$ cat src/rtl/bp_btb_pht_param_if.sv
// Fetch/train bus between the core (master) and the branch predictor (slave).
// The lookup request and the resolved-branch update travel towards the predictor;
// the registered prediction travels back towards the fetch stage.
interface bp_btb_pht_param_if #(
    parameter int PC_W  = 32,
    parameter int IDX_W = 6
);
    // Lookup request from IF
    logic [PC_W-1:0]  pc_i;
    logic             if_allowin_i;

    // Registered prediction, aligned with the instruction fetch data
    logic             pred_hit_o;
    logic             pred_taken_o;
    logic [PC_W-1:0]  pred_target_o;
    logic [IDX_W-1:0] pred_idx_o;

    // Training port from IS
    logic             upd_valid_i;
    logic [PC_W-1:0]  upd_pc_i;
    logic [IDX_W-1:0] upd_idx_i;
    logic             upd_taken_i;
    logic [PC_W-1:0]  upd_target_i;

    modport master (
        output pc_i, if_allowin_i,
        output upd_valid_i, upd_pc_i, upd_idx_i, upd_taken_i, upd_target_i,
        input  pred_hit_o, pred_taken_o, pred_target_o, pred_idx_o
    );

    modport slave (
        input  pc_i, if_allowin_i,
        input  upd_valid_i, upd_pc_i, upd_idx_i, upd_taken_i, upd_target_i,
        output pred_hit_o, pred_taken_o, pred_target_o, pred_idx_o
    );
endinterface

$ cat src/rtl/bp_btb_pht_param.sv
// Parametrised branch predictor: direct-mapped, tagged BTB with a 2-bit
// saturating counter per entry. Index is either PC bits (bimodal) or PC bits
// xor a non-speculative global history register (gshare). The prediction is
// registered, so it appears one cycle after the PC is presented. Lookups read
// the pre-update contents when a lookup and an update hit the same entry.
module bp_btb_pht_param #(
    parameter int PC_W    = 32,
    parameter int ENTRIES = 64,   // power of two, 4..1024
    parameter int TAG_W   = 8,
    parameter int GSHARE  = 0,    // 0 = bimodal index, 1 = gshare index
    parameter int GHR_W   = 6     // 1..IDX_W, only used when GSHARE=1
) (
    input  logic               clk,
    input  logic               resetn,
    bp_btb_pht_param_if.slave  bus
);

    localparam int IDX_W   = $clog2(ENTRIES);
    localparam int IDX_LO  = 2;
    localparam int TAG_LO  = IDX_W + 2;
    localparam int TAG_TOP = TAG_W + IDX_W + 2;   // first PC bit not covered by tag/index

    // ------------------------------------------------------------------
    // Index and tag extraction
    // ------------------------------------------------------------------
    logic [IDX_W-1:0] w_ghr_ext;
    logic [IDX_W-1:0] w_lk_idx;
    logic [TAG_W-1:0] w_lk_tag;
    logic [TAG_W-1:0] w_upd_tag;

    assign w_lk_idx  = bus.pc_i[IDX_W+1:IDX_LO] ^ w_ghr_ext;
    assign w_lk_tag  = bus.pc_i[TAG_TOP-1:TAG_LO];
    assign w_upd_tag = bus.upd_pc_i[TAG_TOP-1:TAG_LO];

    // ------------------------------------------------------------------
    // Entry storage, flattened so the read muxes can index it
    // ------------------------------------------------------------------
    logic [ENTRIES-1:0]            w_valid_vec;
    logic [ENTRIES-1:0][TAG_W-1:0] w_tag_arr;
    logic [ENTRIES-1:0][PC_W-1:0]  w_tgt_arr;
    logic [ENTRIES-1:0][1:0]       w_ctr_arr;

    // Update-side hit is evaluated once on the carried index, never recomputed
    logic w_upd_hit;
    assign w_upd_hit = w_valid_vec[bus.upd_idx_i] &&
                       (w_tag_arr[bus.upd_idx_i] == w_upd_tag);

    genvar gi;
    generate
        for (gi = 0; gi < ENTRIES; gi++) begin : g_entry
            logic             r_valid;
            logic [TAG_W-1:0] r_tag;
            logic [PC_W-1:0]  r_target;
            logic [1:0]       r_ctr;
            logic             w_sel;

            assign w_sel = bus.upd_valid_i && (bus.upd_idx_i == IDX_W'(gi));

            // Train this entry: strengthen/retarget on taken hit, allocate on
            // taken miss, weaken on not-taken hit, ignore not-taken miss
            always_ff @(posedge clk or negedge resetn) begin
                if (!resetn) begin
                    r_valid  <= 1'b0;
                    r_tag    <= '0;
                    r_target <= '0;
                    r_ctr    <= 2'b01;
                end else if (w_sel) begin
                    if (bus.upd_taken_i && w_upd_hit) begin
                        if (r_ctr != 2'b11) begin
                            r_ctr <= r_ctr + 2'b01;
                        end
                        r_target <= bus.upd_target_i;
                    end else if (bus.upd_taken_i) begin
                        r_valid  <= 1'b1;
                        r_tag    <= w_upd_tag;
                        r_target <= bus.upd_target_i;
                        r_ctr    <= 2'b10;
                    end else if (w_upd_hit) begin
                        if (r_ctr != 2'b00) begin
                            r_ctr <= r_ctr - 2'b01;
                        end
                    end
                end
            end

            assign w_valid_vec[gi] = r_valid;
            assign w_tag_arr[gi]   = r_tag;
            assign w_tgt_arr[gi]   = r_target;
            assign w_ctr_arr[gi]   = r_ctr;
        end
    endgenerate

    // ------------------------------------------------------------------
    // Global history (gshare only); trained only by resolved branches
    // ------------------------------------------------------------------
    generate
        if (GSHARE != 0) begin : g_gshare
            logic [GHR_W-1:0] r_ghr;

            if (GHR_W == 1) begin : g_ghr1
                // Single-bit history just remembers the last outcome
                always_ff @(posedge clk or negedge resetn) begin
                    if (!resetn) begin
                        r_ghr <= '0;
                    end else if (bus.upd_valid_i) begin
                        r_ghr <= bus.upd_taken_i;
                    end
                end
            end else begin : g_ghrn
                // Shift the newest outcome into the LSB
                always_ff @(posedge clk or negedge resetn) begin
                    if (!resetn) begin
                        r_ghr <= '0;
                    end else if (bus.upd_valid_i) begin
                        r_ghr <= {r_ghr[GHR_W-2:0], bus.upd_taken_i};
                    end
                end
            end

            assign w_ghr_ext = IDX_W'(r_ghr);
        end else begin : g_bimodal
            assign w_ghr_ext = '0;
        end
    endgenerate

    // ------------------------------------------------------------------
    // Lookup read and registered prediction
    // ------------------------------------------------------------------
    logic             w_rd_hit;
    logic [PC_W-1:0]  w_rd_target;
    logic [1:0]       w_rd_ctr;

    assign w_rd_hit    = w_valid_vec[w_lk_idx] && (w_tag_arr[w_lk_idx] == w_lk_tag);
    assign w_rd_target = w_tgt_arr[w_lk_idx];
    assign w_rd_ctr    = w_ctr_arr[w_lk_idx];

    logic             r_hit;
    logic             r_taken;
    logic [PC_W-1:0]  r_target;
    logic [IDX_W-1:0] r_idx;

    // Capture the prediction when IF accepts the PC; hold it while IF stalls
    always_ff @(posedge clk or negedge resetn) begin
        if (!resetn) begin
            r_hit    <= 1'b0;
            r_taken  <= 1'b0;
            r_target <= '0;
            r_idx    <= '0;
        end else if (bus.if_allowin_i) begin
            r_hit    <= w_rd_hit;
            r_taken  <= w_rd_hit && w_rd_ctr[1];
            r_target <= w_rd_hit ? w_rd_target : '0;
            r_idx    <= w_lk_idx;
        end
    end

    assign bus.pred_hit_o    = r_hit;
    assign bus.pred_taken_o  = r_taken;
    assign bus.pred_target_o = r_target;
    assign bus.pred_idx_o    = r_idx;

    // ------------------------------------------------------------------
    // PC bits outside tag+index are deliberately ignored (aliasing allowed)
    // ------------------------------------------------------------------
    logic w_unused_hi;
    generate
        if (PC_W > TAG_TOP) begin : g_pc_hi
            assign w_unused_hi = ^{bus.pc_i[PC_W-1:TAG_TOP], bus.upd_pc_i[PC_W-1:TAG_TOP]};
        end else begin : g_pc_nohi
            assign w_unused_hi = 1'b0;
        end
    endgenerate

    logic w_unused_bits;
    assign w_unused_bits = ^{w_unused_hi, bus.pc_i[1:0], bus.upd_pc_i[1:0]};

endmodule
$ cat src/flat_wrapper.sv
// flat-port wrapper written by rule: the top's interface ports become plain ports
module bp_btb_pht_param_flat 
#(
    parameter int PC_W    = 32,
    parameter int ENTRIES = 64,                           
    parameter int TAG_W   = 8,
    parameter int GSHARE  = 0,                                          
    parameter int GHR_W   = 6                                         
)
  (clk, resetn, bus_pc_i, bus_if_allowin_i, bus_upd_valid_i, bus_upd_pc_i, bus_upd_idx_i, bus_upd_taken_i, bus_upd_target_i, bus_pred_hit_o, bus_pred_taken_o, bus_pred_target_o, bus_pred_idx_o);
  bp_btb_pht_param_if #(.PC_W(PC_W)) bus_i ();
  input  logic clk;
  input  logic resetn;
  input wire logic [$bits(bus_i.pc_i)-1:0] bus_pc_i;
  input wire logic [$bits(bus_i.if_allowin_i)-1:0] bus_if_allowin_i;
  input wire logic [$bits(bus_i.upd_valid_i)-1:0] bus_upd_valid_i;
  input wire logic [$bits(bus_i.upd_pc_i)-1:0] bus_upd_pc_i;
  input wire logic [$bits(bus_i.upd_idx_i)-1:0] bus_upd_idx_i;
  input wire logic [$bits(bus_i.upd_taken_i)-1:0] bus_upd_taken_i;
  input wire logic [$bits(bus_i.upd_target_i)-1:0] bus_upd_target_i;
  output wire logic [$bits(bus_i.pred_hit_o)-1:0] bus_pred_hit_o;
  output wire logic [$bits(bus_i.pred_taken_o)-1:0] bus_pred_taken_o;
  output wire logic [$bits(bus_i.pred_target_o)-1:0] bus_pred_target_o;
  output wire logic [$bits(bus_i.pred_idx_o)-1:0] bus_pred_idx_o;
  assign bus_i.pc_i = bus_pc_i;
  assign bus_i.if_allowin_i = bus_if_allowin_i;
  assign bus_i.upd_valid_i = bus_upd_valid_i;
  assign bus_i.upd_pc_i = bus_upd_pc_i;
  assign bus_i.upd_idx_i = bus_upd_idx_i;
  assign bus_i.upd_taken_i = bus_upd_taken_i;
  assign bus_i.upd_target_i = bus_upd_target_i;
  assign bus_pred_hit_o = bus_i.pred_hit_o;
  assign bus_pred_taken_o = bus_i.pred_taken_o;
  assign bus_pred_target_o = bus_i.pred_target_o;
  assign bus_pred_idx_o = bus_i.pred_idx_o;
  bp_btb_pht_param #(.PC_W(PC_W), .ENTRIES(ENTRIES), .TAG_W(TAG_W), .GSHARE(GSHARE), .GHR_W(GHR_W)) u_core (.clk(clk), .resetn(resetn), .bus(bus_i));
endmodule
$ cat config.mk
export PLATFORM = sky130hd
export DESIGN_NAME = bp_btb_pht_param_flat
export DESIGN_NICKNAME = d
export VERILOG_FILES = /design/src/rtl/bp_btb_pht_param_if.sv /design/src/rtl/bp_btb_pht_param.sv /design/src/flat_wrapper.sv
export SDC_FILE = /design/constraint.sdc
export NUM_CORES = 2
export LEC_CHECK = 0
export CORE_AREA = 8 8 487 536
export DETAILED_ROUTE_END_ITERATION = 8
export DIE_AREA = 0 0 495 544
export DONT_BUFFER_PORTS = 1
export GPL_TIMING_DRIVEN = 0
export HOLD_SLACK_MARGIN = 0.06
export PLACE_DENSITY = 0.68
export SLEW_MARGIN = 30
export SYNTH_ARGS = -nofsm -noshare
export SYNTH_HDL_FRONTEND = slang
export SYNTH_SLANG_ARGS = --single-unit
$ cat constraint.sdc
create_clock -name clk -period 4.1 [get_ports clk]
set_input_delay 0.615 -clock clk [delete_from_list [all_inputs] [get_ports clk]]
set_output_delay 0.615 -clock clk [all_outputs]
set_load 0.01 [all_outputs]
==> flow_summary.json <==
{
  "netlist_area_um2": 138000,
  "synthTopCellsByCount": "2728 x dfrtp_1, 2595 x mux2_2, 924 x mux4_2, 659 x clkbuf_1, 214 x nand2_1",
  "synth_area_leaders": "dfrtp_1 50%, mux2_2 21%, mux4_2 15%, clkbuf_1 1.8%, mux2i_1 1.4%",
  "initial_utilization": 0.546,
  "required_ns": 4.85,
  "regArea_um2": 69900,
  "grt_pass1_wl_um": 750000,
  "crit_arrival_ns": 5.07,
  "max_stage_delay_ns": 0.88,
  "critical_path.most_common_cell": "buf_4",
  "place_area_um2": 145000,
  "crit_cells": 11,
  "clk_latency_ns": 0.92,
  "wl_per_cell_um": 40.2,
  "fin_area_um2": 158000,
  "cts.sinks": 2792,
  "grt_max_degree": 179,
  "violations": "hold timing, setup timing",
  "dpl.hpwl_um": 369000,
  "drc": 0,
  "synth.most_common_cell": "dfrtp_1",
  "critical_path.slowest_cell": "nor2_1",
  "antenna_found_initial": 39,
  "critical_path_buf_inv_count": 7,
  "r2r_setup_slack_ns": -0.04,
  "routed_via_density": 7.12,
  "end_kind": "flop",
  "finalCritPeriodShare": 1.05,
  "die_w_um": 495,
  "met1_usage": 0.505,
  "finalNonFillerCells": 13404,
  "layout.nets": 10028,
  "power_mw": 67.6,
  "worstSetupPathType": "input port to flop",
  "cp_top_family": "buffers and inverters",
  "powerDensity_nw_per_um2": 429,
  "timing.hold.ws_ns": -0.266,
  "htree_levels": 5,
  "boundaryPins": 147,
  "ys_types": 68,
  "grt.met3_usage": 0.145,
  "fin_skew_ns": 0.0558,
  "grtUsageMet2": 0.568,
  "vdd_drop_max_mv": 0.296,
  "hp-class": "input port to asynchronous set/reset pin",
  "die_y_um": 544,
  "grt_overflow": 0,
  "relSlewSlack": 0.221,
  "clockBufferDepth": 4,
  "drive_gt1_frac": 0.499,
  "drt_iter0_drc": 12099,
  "finalHoldViolations": 144,
  "synth_top_area_frac": 0.495,
  "first_global_vias": 96840,
  "syn-num-nets": 9509,
  "dp_slack_ns": -2.53,
  "via_count": 95497,
  "slew_violations": 0,
  "layout_setup_ws_ns": -0.224,
  "setup_viol": 644,
  "leakage_nw": 73.5,
  "critPathLaunchType": "input port",
  "avgSynthCellArea_um2": 14.9,
  "synth_top_cell_by_area": "dfrtp_1",
  "cts_tree": "done",
  "multiInputGateArea_um2": 64400,
  "timing.fmax_mhz": 231,
  "worst_pin_slew_ns": 1.16,
  "crit_path_cell_trace": "buf_4, buf_8, buf_6, buf_4, buf_4, buf_4, nand2_1, nor2_1, nand3_2, clkbuf_2, mux2_2",
  "synth-warning-count": 0,
  "clk_pin_slew_ns": 0.06,
  "seq_area_frac_synth": 0.508,
  "finalWeightedCongestion": 0.953,
  "fin_crit_ns": 4.32,
  "top_usage_layer": "met2",
  "die_area_um2": 269000,
  "ys_ff_latch": 2792,
  "reg2reg_depth": 11,
  "root_buffer": "clkbuf_16",
  "dp_cells": 12736,
  "syn2layout_area_growth_pct": 14.5,
  "grt_use_total": 0.395,
  "maxCapViolations": 0,
  "coreArea_um2": 252000,
  "fillers": 18570,
  "num_rows": 194,
  "dr.pass1.iters": 8,
  "ys_async_sr_fraction": 1.00,
  "synth-edff-count": 0,
  "status": "complete, but fails checks",
  "drt.antenna.violating_nets": 0,
  "synthFlopType": "dfrtp_1",
  "numPortBuffers": 0,
  "syn_inst": 9274,
  "path_max_fanout": 10,
  "wl_um": 539000,
  "cts_buffers": 302
}
[cell type report]
class,instances,area share
Sequential cell,2792,0.443
Inverter,195,0.00464
Timing Repair Buffer,197,0.0246
Multi-Input combinational cell,5438,0.408
Tap cell,3332,0.0264
Antenna cell,53,0.000841
Clock inverter,86,0.00761
Buffer,867,0.0288
Clock buffer,444,0.0554
[registers in the layout, indices dropped and copies added (netlist names)]
register                  count
u_core.bus.pred_hit_o         1
u_core.bus.pred_idx_o         6
u_core.bus.pred_taken_o       1
u_core.bus.pred_target_o     32
u_core.g_entry.r_ctr        128
u_core.g_entry.r_tag        512
u_core.g_entry.r_target    2048
u_core.g_entry.r_valid       64
[metrics by stage]
step	setup TNS, ns	hold slack (ns)	util
global placement	-5234.59	0.467	0.562
CTS	-0.280	-0.241	0.622
detailed placement	-4529.88	0.471	0.576
floorplan	0	0.319	-
finish	-39.38	-0.266	0.625
global route	-0.00549	-0.213	0.625
[cells in the final DEF, fill, tap and decap left out, types with 72 or more instances in the layout]
cell and n:
a21oi_1 154, dfrtp_1 2728, nor2_4 72, clkbuf_1 433
inv_1 195, nor3_1 105, buf_12 75, ha_1 128
nor2_1 116, clkbuf_16 310, buf_2 73, nor4_1 110
clkbuf_2 268, buf_4 76, mux4_2 924, nand2_1 190
mux2i_1 185, mux2_2 2595
[metal layers]
metal | up-vias | wire length, um
met1 | 50921 | 195000
met5 | - | 309
met3 | 1933 | 68000
li1 | 36023 | -
met2 | 6599 | 232000
met4 | 21 | 43700
[power breakdown]
group	switching (mW)	internal, mW
logic	4.29	4.04
registers	1.34	29.8
clock network	11.8	16.4
[kinds of logic (layout without fill, tap and decap cells)]
logic type | count (synthesis) | in the layout | synth area share
simple gates | 950 | 970 | 0.0379
mux | 3741 | 3741 | 0.380
compound gates | 581 | 581 | 0.0297
other cells | 0 | 53 | 0
buf+inv | 1064 | 1789 | 0.0319
xor+xnor | 18 | 18 | 0.00114
fa+ha+maj | 128 | 128 | 0.0116
flops | 2792 | 2792 | 0.508
[final timing paths]
kind	start	to
setup / recovery	bus_upd_idx_i[0]	u_core.g_entry[55].r_target[20]$_DFFE_PN0P_
hold / removal	resetn	u_core.g_entry[51].r_target[6]$_DFFE_PN0P_
setup reg to reg	u_core.g_entry[15].r_tag[7]$_DFFE_PN0P_	u_core.g_entry[58].r_tag[0]$_DFFE_PN0P_
hold reg to reg	u_core.g_entry[42].r_valid$_DFFE_PN0P_	u_core.g_entry[42].r_valid$_DFFE_PN0P_
max in group asynchronous	resetn	u_core.g_entry[34].r_target[25]$_DFFE_PN0P_
min in group clk	bus_upd_valid_i	u_core.g_entry[60].r_ctr[0]$_DFFE_PN1P_
[what timing repair did]
item	CTS	global route
endpoints found under the setup margin	2698	1340
gates cloned	21	4
pin swaps	66	13
setup buffers	46	14
hold endpoints to repair	144	144
gates resized for setup	270	124
Note: power is estimated with default switching activity, not from simulation.
